[config.mk]
export PLATFORM = sky130hd
export DESIGN_NAME = univ_shift_reg_seq_flat
export DESIGN_NICKNAME = d
export VERILOG_FILES = /design/src/rtl/usr_pkg.sv /design/src/rtl/univ_shift_reg_seq_if.sv /design/src/rtl/usr_step_unit.sv /design/src/rtl/univ_shift_reg_seq.sv /design/src/flat_wrapper.sv
export SDC_FILE = /design/constraint.sdc
export NUM_CORES = 1
export LEC_CHECK = 0
export ABC_AREA = 1
export CORE_MARGIN = 8
export CORE_UTILIZATION = 50
export DETAILED_ROUTE_END_ITERATION = 6
export GPL_TIMING_DRIVEN = 0
export PLACE_DENSITY = 0.74
export SETUP_SLACK_MARGIN = 0.5
export SLEW_MARGIN = 40
export SYNTH_ARGS = -nofsm -noshare
export SYNTH_HDL_FRONTEND = slang
export SYNTH_HIERARCHICAL = 1
export SYNTH_SLANG_ARGS = --single-unit
[constraint.sdc]
create_clock -name clk -period 2.8 [get_ports clk]
set_clock_uncertainty 0.1 [all_clocks]
set_input_delay 0.56 -clock clk [delete_from_list [all_inputs] [get_ports clk]]
set_output_delay 0.56 -clock clk [all_outputs]
set_load 0.02 [all_outputs]
[src/rtl/usr_pkg.sv]
// Shared mode encodings, FSM states and helpers
// for the universal shift register sequencer.
package usr_pkg;

  localparam logic [2:0] MODE_HOLD = 3'b000;
  localparam logic [2:0] MODE_LOAD = 3'b001;
  localparam logic [2:0] MODE_SHL  = 3'b010;
  localparam logic [2:0] MODE_SHR  = 3'b011;
  localparam logic [2:0] MODE_ROL  = 3'b100;
  localparam logic [2:0] MODE_ROR  = 3'b101;
  localparam logic [2:0] MODE_ASR  = 3'b110;
  localparam logic [2:0] MODE_CLR  = 3'b111;

  typedef enum logic {
    IDLE  = 1'b0,
    SHIFT = 1'b1
  } state_t;

  // Shift-class modes run for a step count.
  function automatic logic is_shift(
    input logic [2:0] m
  );
    return (m >= MODE_SHL) && (m <= MODE_ASR);
  endfunction

endpackage

[src/rtl/univ_shift_reg_seq_if.sv]
// Request/status bundle of the shift register.
// master: start/mode/amount/din/sin_*; slave returns dout/sout_*/busy/done.
interface univ_shift_reg_seq_if #(
  parameter int WIDTH = 8,
  parameter int AMT_W = $clog2(WIDTH) + 1
);

  logic             start;
  logic [2:0]       mode;
  logic [AMT_W-1:0] amount;
  logic [WIDTH-1:0] din;
  logic             sin_l;
  logic             sin_r;
  logic [WIDTH-1:0] dout;
  logic             sout_msb;
  logic             sout_lsb;
  logic             busy;
  logic             done;

  modport master (
    output start, mode, amount, din,
    output sin_l, sin_r,
    input  dout, sout_msb, sout_lsb,
    input  busy, done
  );

  modport slave (
    input  start, mode, amount, din,
    input  sin_l, sin_r,
    output dout, sout_msb, sout_lsb,
    output busy, done
  );

endinterface

[src/rtl/usr_step_unit.sv]
// Single-step next-value function of the shifter.
// cur/mode/sin_l/sin_r in, nxt out; non-shift modes pass cur.
module usr_step_unit
  import usr_pkg::*;
#(
  parameter int WIDTH = 8
) (
  input  logic [WIDTH-1:0] cur,
  input  logic [2:0]       mode,
  input  logic             sin_l,
  input  logic             sin_r,
  output logic [WIDTH-1:0] nxt
);

  always_comb begin
    nxt = cur;
    unique case (mode)
      MODE_SHL: nxt = {cur[WIDTH-2:0], sin_r};
      MODE_SHR: nxt = {sin_l, cur[WIDTH-1:1]};
      MODE_ROL: nxt = {cur[WIDTH-2:0], cur[WIDTH-1]};
      MODE_ROR: nxt = {cur[0], cur[WIDTH-1:1]};
      MODE_ASR: nxt = {cur[WIDTH-1], cur[WIDTH-1:1]};
      default:  nxt = cur;
    endcase
  end

endmodule

[src/rtl/univ_shift_reg_seq.sv]
// Universal shift register with multi-step sequencer.
// Ports: clk, rst (sync, active high), bus (slave side of the bundle).
module univ_shift_reg_seq
  import usr_pkg::*;
#(
  parameter int WIDTH = 8,
  parameter int AMT_W = $clog2(WIDTH) + 1
) (
  input  logic                 clk,
  input  logic                 rst,
  univ_shift_reg_seq_if.slave  bus
);

  localparam logic [AMT_W-1:0] L_WMAX = AMT_W'(WIDTH);
  localparam logic [AMT_W-1:0] L_ONE  = AMT_W'(1);

  state_t           r_state, w_state;
  logic [WIDTH-1:0] r_dout, w_dout, w_step;
  logic [AMT_W-1:0] r_cnt, w_cnt, w_amt;
  logic [2:0]       r_mode, w_mode, w_step_mode;
  logic             r_busy, w_busy;
  logic             r_done, w_done;

  assign w_amt = (bus.amount > L_WMAX) ? L_WMAX : bus.amount;

  // Step 1 uses the live mode at the accept edge;
  // later steps use the latched copy.
  assign w_step_mode = (r_state == IDLE) ? bus.mode : r_mode;

  usr_step_unit #(
    .WIDTH (WIDTH)
  ) u_step (
    .cur   (r_dout),
    .mode  (w_step_mode),
    .sin_l (bus.sin_l),
    .sin_r (bus.sin_r),
    .nxt   (w_step)
  );

  always_comb begin
    w_state = r_state;
    w_dout  = r_dout;
    w_cnt   = r_cnt;
    w_mode  = r_mode;
    w_busy  = r_busy;
    w_done  = 1'b0;
    unique case (r_state)
      IDLE: begin
        if (bus.start) begin
          w_mode = bus.mode;
          w_done = 1'b1;
          unique case (1'b1)
            (bus.mode == MODE_LOAD): w_dout = bus.din;
            (bus.mode == MODE_CLR):  w_dout = '0;
            is_shift(bus.mode): begin
              if (w_amt != '0) w_dout = w_step;
              if (w_amt > L_ONE) begin
                w_done  = 1'b0;
                w_busy  = 1'b1;
                w_cnt   = w_amt - L_ONE;
                w_state = SHIFT;
              end
            end
            default: ;
          endcase
        end
      end
      SHIFT: begin
        w_dout = w_step;
        w_cnt  = r_cnt - L_ONE;
        if (r_cnt == L_ONE) begin
          w_busy  = 1'b0;
          w_done  = 1'b1;
          w_state = IDLE;
        end
      end
      default: w_state = IDLE;
    endcase
  end

  always_ff @(posedge clk) begin
    if (rst) begin
      r_state <= IDLE;
      r_dout  <= '0;
      r_cnt   <= '0;
      r_mode  <= MODE_HOLD;
      r_busy  <= 1'b0;
      r_done  <= 1'b0;
    end else begin
      r_state <= w_state;
      r_dout  <= w_dout;
      r_cnt   <= w_cnt;
      r_mode  <= w_mode;
      r_busy  <= w_busy;
      r_done  <= w_done;
    end
  end

  assign bus.dout     = r_dout;
  assign bus.sout_msb = r_dout[WIDTH-1];
  assign bus.sout_lsb = r_dout[0];
  assign bus.busy     = r_busy;
  assign bus.done     = r_done;

endmodule

[src/flat_wrapper.sv]
// flat-port wrapper written by rule: the top's interface ports become plain ports
module univ_shift_reg_seq_flat import usr_pkg::*;
#(
  parameter int WIDTH = 8,
  parameter int AMT_W = $clog2(WIDTH) + 1
)
  (clk, rst, bus_start, bus_mode, bus_amount, bus_din, bus_sin_l, bus_sin_r, bus_dout, bus_sout_msb, bus_sout_lsb, bus_busy, bus_done);
  univ_shift_reg_seq_if #(.WIDTH(WIDTH), .AMT_W(AMT_W)) bus_i ();
  input  logic clk;
  input  logic rst;
  input wire logic [$bits(bus_i.start)-1:0] bus_start;
  input wire logic [$bits(bus_i.mode)-1:0] bus_mode;
  input wire logic [$bits(bus_i.amount)-1:0] bus_amount;
  input wire logic [$bits(bus_i.din)-1:0] bus_din;
  input wire logic [$bits(bus_i.sin_l)-1:0] bus_sin_l;
  input wire logic [$bits(bus_i.sin_r)-1:0] bus_sin_r;
  output wire logic [$bits(bus_i.dout)-1:0] bus_dout;
  output wire logic [$bits(bus_i.sout_msb)-1:0] bus_sout_msb;
  output wire logic [$bits(bus_i.sout_lsb)-1:0] bus_sout_lsb;
  output wire logic [$bits(bus_i.busy)-1:0] bus_busy;
  output wire logic [$bits(bus_i.done)-1:0] bus_done;
  assign bus_i.start = bus_start;
  assign bus_i.mode = bus_mode;
  assign bus_i.amount = bus_amount;
  assign bus_i.din = bus_din;
  assign bus_i.sin_l = bus_sin_l;
  assign bus_i.sin_r = bus_sin_r;
  assign bus_dout = bus_i.dout;
  assign bus_sout_msb = bus_i.sout_msb;
  assign bus_sout_lsb = bus_i.sout_lsb;
  assign bus_busy = bus_i.busy;
  assign bus_done = bus_i.done;
  univ_shift_reg_seq #(.WIDTH(WIDTH), .AMT_W(AMT_W)) u_core (.clk(clk), .rst(rst), .bus(bus_i));
endmodule
# Word-level counts from Yosys, hierarchy flattened
# Cells that the tools add are included.
# W data, S select, Z words.
[totals] register_bits=18 inputBits=20 output_inout_bits=12 elab_cells=59
[op_classes] n_addsub=2 n_lt_le_gt_ge=4 n_eq_ne=14 muxes=26 bitwise=1 reduce_logical=6
[ops] cell="$pmux W8 S5" count=1
[ops] cell="$pmux W8 S3" count=1
[ops] cell="$mux W4" count=4
[ops] cell="$mux W8" count=2
[ops] cell="$pmux W8 S2" count=1
[ops] cell="$eq A3 B3 Y1 const B" count=4
[ops] cell="$mux W1" count=12
[ops] cell="$ne A2 B2 Y1 const B" count=4
[ops] cell="$pmux W4 S2" count=1
[ops] cell="$sub A4 B1 Y4 const B" count=2
[ops] cell="$eq A3 B2 Y1 const B" count=2
[ops] cell="$pmux W1 S2" count=3
[ops] cell="$reduce_and A3 Y1" count=2
[ops] cell="$eq A4 B1 Y1 const B" count=1
[ops] cell="$gt A4 B1 Y1 const B" count=1
[ops] cell="$gt A4 B4 Y1 const B" count=1
[ops] cell="$ne A4 B4 Y1 const B" count=1
[ops] cell="$reduce_and A4 Y1" count=1
[ops] cell="$reduce_bool A4 Y1" count=1
[ops] cell="$eq A3 B1 Y1 const B" count=1
[ops] cell="$ge A3 B2 Y1 const B" count=1
[ops] cell="$le A3 B3 Y1 const B" count=1
[ops] cell="$mux W3" count=1
[ops] cell="$ne A3 B3 Y1 const B" count=1
[ops] cell="3 further kinds" count=3

# Logic depth before layout (Yosys ltp)
# Gate-level depths: netlist of run 1.
[depth] word_depth=7 depth_mapped=15 ltp_nobuf=13

# Hierarchy
# The synthesis of run 1 kept the hierarchy.
[by_module_without_submodules] mod="univ_shift_reg_seq" n_inst=1 cells_per_inst=182 area_each_um2=1212.4 seq_area_each_um2=360.3
[by_module_without_submodules] mod="usr_step_unit" n_inst=1 cells_per_inst=71 area_each_um2=351.6 seq_area_each_um2=0.0

# Least setup slack after synthesis of run 1
# OpenSTA, ideal clock, no wires.
[synth_timing] path_type="input port to flip-flop" startpoint="input port bus_mode[2]" endpoint="register u_core.r_dout[1] (netlist: u_core/bus.dout[1])" setup_ns=0.062 arrival_ns=1.989 required_ns=2.638 setup_slack_ns=0.649 path_stages=15 n_path_buf=2 cell_sequence="inv_1 -> clkbuf_1 -> o21ai_0 -> buf_6 -> inv_1 -> nand3_1 -> nand3_4 -> nand2_1 -> nand2_1 -> clkinv_1 -> nand2_1 -> nand2_1 -> nand2_1 -> nor2_2 -> nor2_2"
[synth_between] elab_chain_len=7 elab_cells_between_ends=19 classes_between="order compare (2); eq/ne (9); mux (6); reduce/logical (2)"
[synth_rtl] element="start: declaration" line="flat_wrapper.sv:12" text="input wire logic [$bits(bus_i.mode)-1:0] bus_mode;"
[synth_rtl] element="$mux W3 (*)" line="univ_shift_reg_seq.sv:28" text="assign w_step_mode = (r_state == IDLE) ? bus.mode : r_mode;"
[synth_rtl] element="net u_core.w_step_mode[2]" line="univ_shift_reg_seq.sv:20" text="logic [2:0] r_mode, w_mode, w_step_mode;"
[synth_rtl] element="$eq A3 B3 Y1 / $eq A3 B2 Y1 (equally long branches)" line="usr_step_unit.sv:17" text="unique case (mode)"
[synth_rtl] element="$pmux W8 S5 (*)" line="usr_step_unit.sv:17"
[synth_rtl] element="net u_core.w_step[1]" line="univ_shift_reg_seq.sv:18" text="logic [WIDTH-1:0] r_dout, w_dout, w_step;"
[synth_rtl] element="$mux W8" line="univ_shift_reg_seq.sv:56" text="if (w_amt != '0) w_dout = w_step;"
[synth_rtl] element="$pmux W8 S3" line="univ_shift_reg_seq.sv:52" text="unique case (1'b1)"
[synth_rtl] element="$mux W8" line="univ_shift_reg_seq.sv:49" text="if (bus.start) begin"
[synth_rtl] element="$pmux W8 S2 (*)" line="univ_shift_reg_seq.sv:47" text="unique case (r_state)"
[synth_rtl] element="end signal: assignment" line="univ_shift_reg_seq.sv:91" text="r_dout <= w_dout;"
[synth_rtl] element="end: declaration" line="univ_shift_reg_seq.sv:18"
# The timed path passes the listed nets; every way through them passes the cells marked *. The select of a mux whose other input is x is not followed.
# A chain may end at the register's enable or synchronous reset.

# Worst setup path in the final report of run 1
[layout_timing] startpoint="register u_core.r_dout[7] (netlist: u_core/bus.dout[7])" endpoint="output port bus_dout[7]"
[layout_rtl] element="end: declaration" line="flat_wrapper.sv:17" text="output wire logic [$bits(bus_i.dout)-1:0] bus_dout;"
# No word-level cell between the ends.

==> metrics.txt, run 1 <==
outcome=finished, final reports clean; DIE AREA=a little over 0.005 mm^2; peak supply drop=between 0.3 and 0.4 mV; Fmax=between 0.4 and 0.5 GHz; Cell Area, Placed=0.00192 mm^2; launching point of the worst reg2reg path=u_core/r_state; First-pass DRT Iterations=4; Ports=32; RSZ-0062 raised after global routing=no; clk root buf=clkbuf_4; flop2flop setup slack=approximately 0.8 ns; post-route cell area=between 0.002 and 0.0025 mm^2; dominant cell type by area after synthesis=dfxtp_1; Syn Std Cell Area=between 0.0015 and 0.002 mm^2; Max H-tree Level=1; leakage=1.06 nW; Clk Latency, worst-skew pair=roughly 0.30 ns; Final ANT Viol Nets=0; Power Total=roughly 0.94 mW; total CTS buffers=3; WL/cell=about 12 um; antenna violations before repair=0; drt via density=4.98; dpl cells=317; Final #Nets=about 320; vias in the first global route=1477; critical path class=register to output port; I/O Buffers=31; final core occ=between 70% and 80%; Critical Path Source=u_core/bus.dout[7]; Required @ worst endpoint=about 2.1 ns; die span in y=slightly above 70 um; synth cell count leaders=92 x nand2_1, 28 x inv_1, 21 x nand3_1; EDFF count, synth=0; post-route setup TNS=0 ns; pin count of the biggest net entering global routing=11; share of cells above drive strength 1=21.5%; final setup vio count=0; Detailed Place HPWL=between 2 and 3 mm; YS warnings=6; # rows=20; Post-Synthesis Cells=between 200 and 300; relative slew slack=approximately four fifths; Crit Path Max Fanout=7; drt total wl=roughly 4.1 mm; top cell type's share of synthesized area=a little under a quarter; Clock Sinks=18; worst slew pin tran=0.295 ns; clk slew on worst S/H paths=between 0.1 and 0.15 ns; iteration-0 DRC count of the detailed router=between 100 and 150; Syn Area/Cell=~6.2 um^2; vias=1642; min-delay worst type=register to register; Worst Hold Depth=2; final std cells w/o fill=330; TritonCTS clock tree=done; hold path start=u_core/bus.busy; Die Wd=roughly 72 um; Total Routing Usage GR=15.2%; Reg2Reg Capture Point=u_core/bus.dout[6]; crit path capture type=output port; Starting Density=52.1%; Reg2Reg Depth=15; first-pass GRT wire length=6.59 mm; ys async rst share=0%; Final period util=roughly 79%; CTS max path bufs=2; most common cell in the netlist=nand2_1; Synth area leaders=dfxtp_1 23%, nand2_1 22%, inv_1 6.7%, nand3_1 6.7%, nor2_2 5.2%; worst path arrival time=1.54 ns; Max Cap Viol=0; detailed-route DRC error count=0; Seq cells post-synth=18; element type at the critical path start=register; fillcell total=280; syn nets=roughly 280; Yosys cell types=31; pins over their slew limit=0; hold_buf cts=0; pwr dens=447 mW/mm^2; P&R area growth vs syn=35.3%; sequential share of the synthesized area=23.0%; core area=around 0.0030 mm^2; total grt overflow=0; minimum clock period=2.20 ns; ys flop type=dfxtp_1; final hold viol count=0; RePlAce Congestion=approximately 0.85; Worst Hold Path EP=u_core/bus.busy; number of diodes=0
==> what timing repair did <==
item	CTS	global route
endpoints found under the setup margin	8	9
buffers inserted	2	6
resized for setup	7	13
hold endpoints to repair	0	0
gates cloned	0	1
pin swaps	2	8
==> worst max-delay path, cell delays in order, from the launching register on <==
cell and delay (ns):
dfxtp_1 0.49, buf_4 0.15, clkdlybuf4s50_1 0.59
==> state kept, by name (all words and copies together), names as in the netlist <==
| signal | flops |
|---|---|
| u_core/bus.dout | 8 |
| u_core/r_cnt | 4 |
| u_core/r_mode | 3 |
| u_core/r_state | 1 |
| u_core/bus.busy | 1 |
| u_core/bus.done | 1 |
==> logic make-up (layout without fill, tap and decap cells) <==
logic type	Yosys count	in the layout	synth area share, %
AND/OR/NAND/NOR	165	165	51.9
buffers and inverters	48	92	14.6
flip-flops	18	18	23.0
AO/OA/AOI/OAI	17	17	6.72
adder cells (fa/ha/maj)	4	4	3.20
XOR/XNOR	1	1	0.560
==> placed cells by master (no fill, tap or decap), types with 5 or more instances in the layout <==
cell type	n
a21oi_1	5
clkinv_1	6
nand3_1	20
dfxtp_1	18
nand3_2	6
inv_1	27
nor2_2	12
nand2_1	92
o21ai_0	6
clkdlybuf4s50_1	28
inv_2	5
nor2_1	17
buf_4	9
==> power by group <==
group / switching (mW) / internal (mW) / leakage (nW)
clock network: 0.0915 / 0.0793 / 0.0210
registers: 0.0303 / 0.284 / 0.149
logic: 0.253 / 0.207 / 0.886
==> worst max-delay path by stage <==
stage	end	slack, ns	cells after the start
2_1_floorplan	u_core/bus.dout[1]	0.65	15
3_5_place_dp	u_core/bus.dout[5]	-0.10	16
3_3_place_gp	u_core/bus.dout[5]	-0.1	16
5_1_grt	u_core/bus.dout[3]	0.50	14
6_report	bus_dout[7]	0.60	2
4_1_cts	u_core/bus.dout[5]	0.50	13
==> metal layers <==
metal,track usage (%),wire [um]
met1,19.6,1960
met2,24.0,1880
met3,3.99,200
met4,4.54,33
met5,0,0
==> area by class of cell <==
type / instances / area, um^2 / area share [%]
Buffer: 8 / 83.8 / 3.96
Sequential cell: 18 / 360 / 17.0
Clock buffer: 4 / 36.3 / 1.71
Timing Repair Buffer: 40 / 415 / 19.6
Tap cell: 33 / 41.3 / 1.95
Multi-Input combinational cell: 187 / 1020 / 48.1
Inverter: 40 / 160 / 7.57
==> metrics by stage <==
stage                     hold slack (ns)  worst slack (ns)
after global placement              0.342           -0.0970
final                               0.370             0.601
after detailed placement            0.354            -0.101
after global routing                0.408             0.500
after CTS                           0.372             0.501
after floorplan                     0.344             0.649
No activity file was read; power rests on OpenSTA's default activity.
==> run 2, diff against run 1 <==
==> constraint.sdc (replaced) <==
create_clock -name clk -period 2.2 [get_ports clk]
set_clock_uncertainty 0.1 [all_clocks]
set_input_delay 0.44 -clock clk [delete_from_list [all_inputs] [get_ports clk]]
set_output_delay 0.44 -clock clk [all_outputs]
set_load 0.02 [all_outputs]
==> run 2 against run 1 <==
Compared with the run above:
- total power up 31%
- global-route usage up 1.2 points
- sequential cell count unchanged
- critical path type is now register to register
- largest cell class unchanged
==> metrics.txt, run 2 (synthesis results as in run 1) <==
pwr dens=553 mW/mm^2; Clk Latency, worst-skew pair=0.29 ns; worst path arrival time=~2.0 ns; Total Routing Usage GR=between 10% and 20%; vias in the first global route=1515; first-pass GRT wire length=about 7 mm; Clock Sinks=18; commonest non-fill, non-tap cell in the layout=nand2_1; RePlAce Congestion=between 0.8 and 0.9; DIE AREA=0.00517 mm^2; peak supply drop=between 0.3 and 0.4 mV; Max H-tree Level=1; First-pass DRT Iterations=4; clk root buf=clkbuf_4; crit-path cells=buf_12, inv_8, buf_8, o21a_4, inv_6, nand3_4, nand3_4, nand2_1, nand2_1, clkinv_1, nand2_1, nand2_1, nand2_1, nor2_2, nor2_2; most used cell, CP=nand2_1; share of cells above drive strength 1=29.5%; drt via density=around 5; TritonCTS clock tree=done; leakage=~1.1 nW; Power Total=approximately 1.2 mW; core area=about 0.0030 mm^2; final hold viol count=0; detailed-route DRC error count=0; pin count of the biggest net entering global routing=11; WL/cell=about 13 um; slowest cell on the critical path=dfxtp_2; vias=1669; relative slew slack=approximately 81%; Detailed Place HPWL=around 2.8 mm; most frequent cells in the layout=87 x nand2_1, 25 x inv_1, 18 x nand3_1; total CTS buffers=3; Final ANT Viol Nets=0; worst hold slack=0.352 ns; worst slew pin tran=about 0.28 ns; minimum clock period=roughly 1.8 ns; Final period util=between 80 and 90%; # rows=20; iteration-0 DRC count of the detailed router=between 90 and 100; final setup vio count=0; pins over their slew limit=0; number of diodes=0; drt total wl=between 4 and 5 mm; CTS max path bufs=2; RSZ-0062 raised after global routing=yes; crit path capture type=register; I/O Buffers=31; total grt overflow=0; min-delay worst type=register to register; outcome=finished, final reports clean; critical path class=register to register; antenna violations before repair=0; Max Cap Viol=0; P&R area growth vs syn=43.0%; Crit Path Max Fanout=8; Die Wd=just over 70 um; number of flip-flops in the largest register=8; Critical Path Max Stage Delay=roughly 0.37 ns; Final #Nets=327; die span in y=just over 70 um; Starting Density=52.1%; Ports=32; element type at the critical path start=register; final core occ=74.5%; Fmax=around 0.54 GHz; Required @ worst endpoint=~2.3 ns; clk slew on worst S/H paths=~0.11 ns
-- run 2: through the flow --
step / cells / area, um^2 / setup TNS [ns] / worst slack (ns)
floorplan: 253 / 1630 / 0 / 0.434
global placement: 317 / 1980 / -2.19 / -0.273
detailed placement: 317 / 1980 / -2.27 / -0.269
CTS: 335 / 2220 / 0 / 0.379
global route: 335 / 2240 / 0 / 0.220
finish: 335 / 2240 / 0 / 0.352
-- run 2: worst paths after layout --
kind	from	depth (start not counted)	slack, ns	endpoint
max	u_core/r_state	15	0.35	u_core/bus.dout[2]
min	u_core/bus.busy	2	0.35	u_core/bus.busy
max reg2reg	u_core/r_state	15	0.35	u_core/bus.dout[2]
min reg2reg	u_core/bus.busy	2	0.35	u_core/bus.busy
-- run 2: routing by layer --
metal	global-route usage [%]	vias up	routed length [um]
li1	-	882	-
met1	21.8	743	2050
met2	27.1	42	2100
met3	2.48	2	157
met4	3.40	0	21
met5	0	-	0
-- run 2: final cells by class --
type | count | area [um^2]
multi-input cells | 187 | 1090
well taps | 33 | 41.3
clock buffers | 4 | 36.3
plain buffers | 8 | 106
inverters | 40 | 170
repair buffers | 45 | 425
flip-flops and latches | 18 | 364
fillers | 247 | 767
-- run 2: worst max-delay path: cells and delay by family (launching register included) --
| family | cells | cell delay, ns |
|---|---|---|
| buffers and inverters | 5 | 0.44 |
| AO/OA/AOI/OAI | 1 | 0.23 |
| flip-flops | 1 | 0.37 |
| AND/OR/NAND/NOR | 9 | 0.66 |
-- run 2: report_power, final --
part	switching [mW]	internal (mW)	total, mW
logic	0.349	0.274	0.623
clock network	0.112	0.101	0.212
registers	0.0391	0.363	0.402
total	0.500	0.738	1.24
-- run 2: repair_timing --
| item | in CTS | in global routing |
|---|---|---|
| cloned | 1 | 0 |
| pin swaps | 23 | 10 |
| endpoints found under the setup margin | 27 | 15 |
| resized for setup | 44 | 18 |
| hold buffers | 0 | 0 |
| buffers inserted | 13 | 0 |
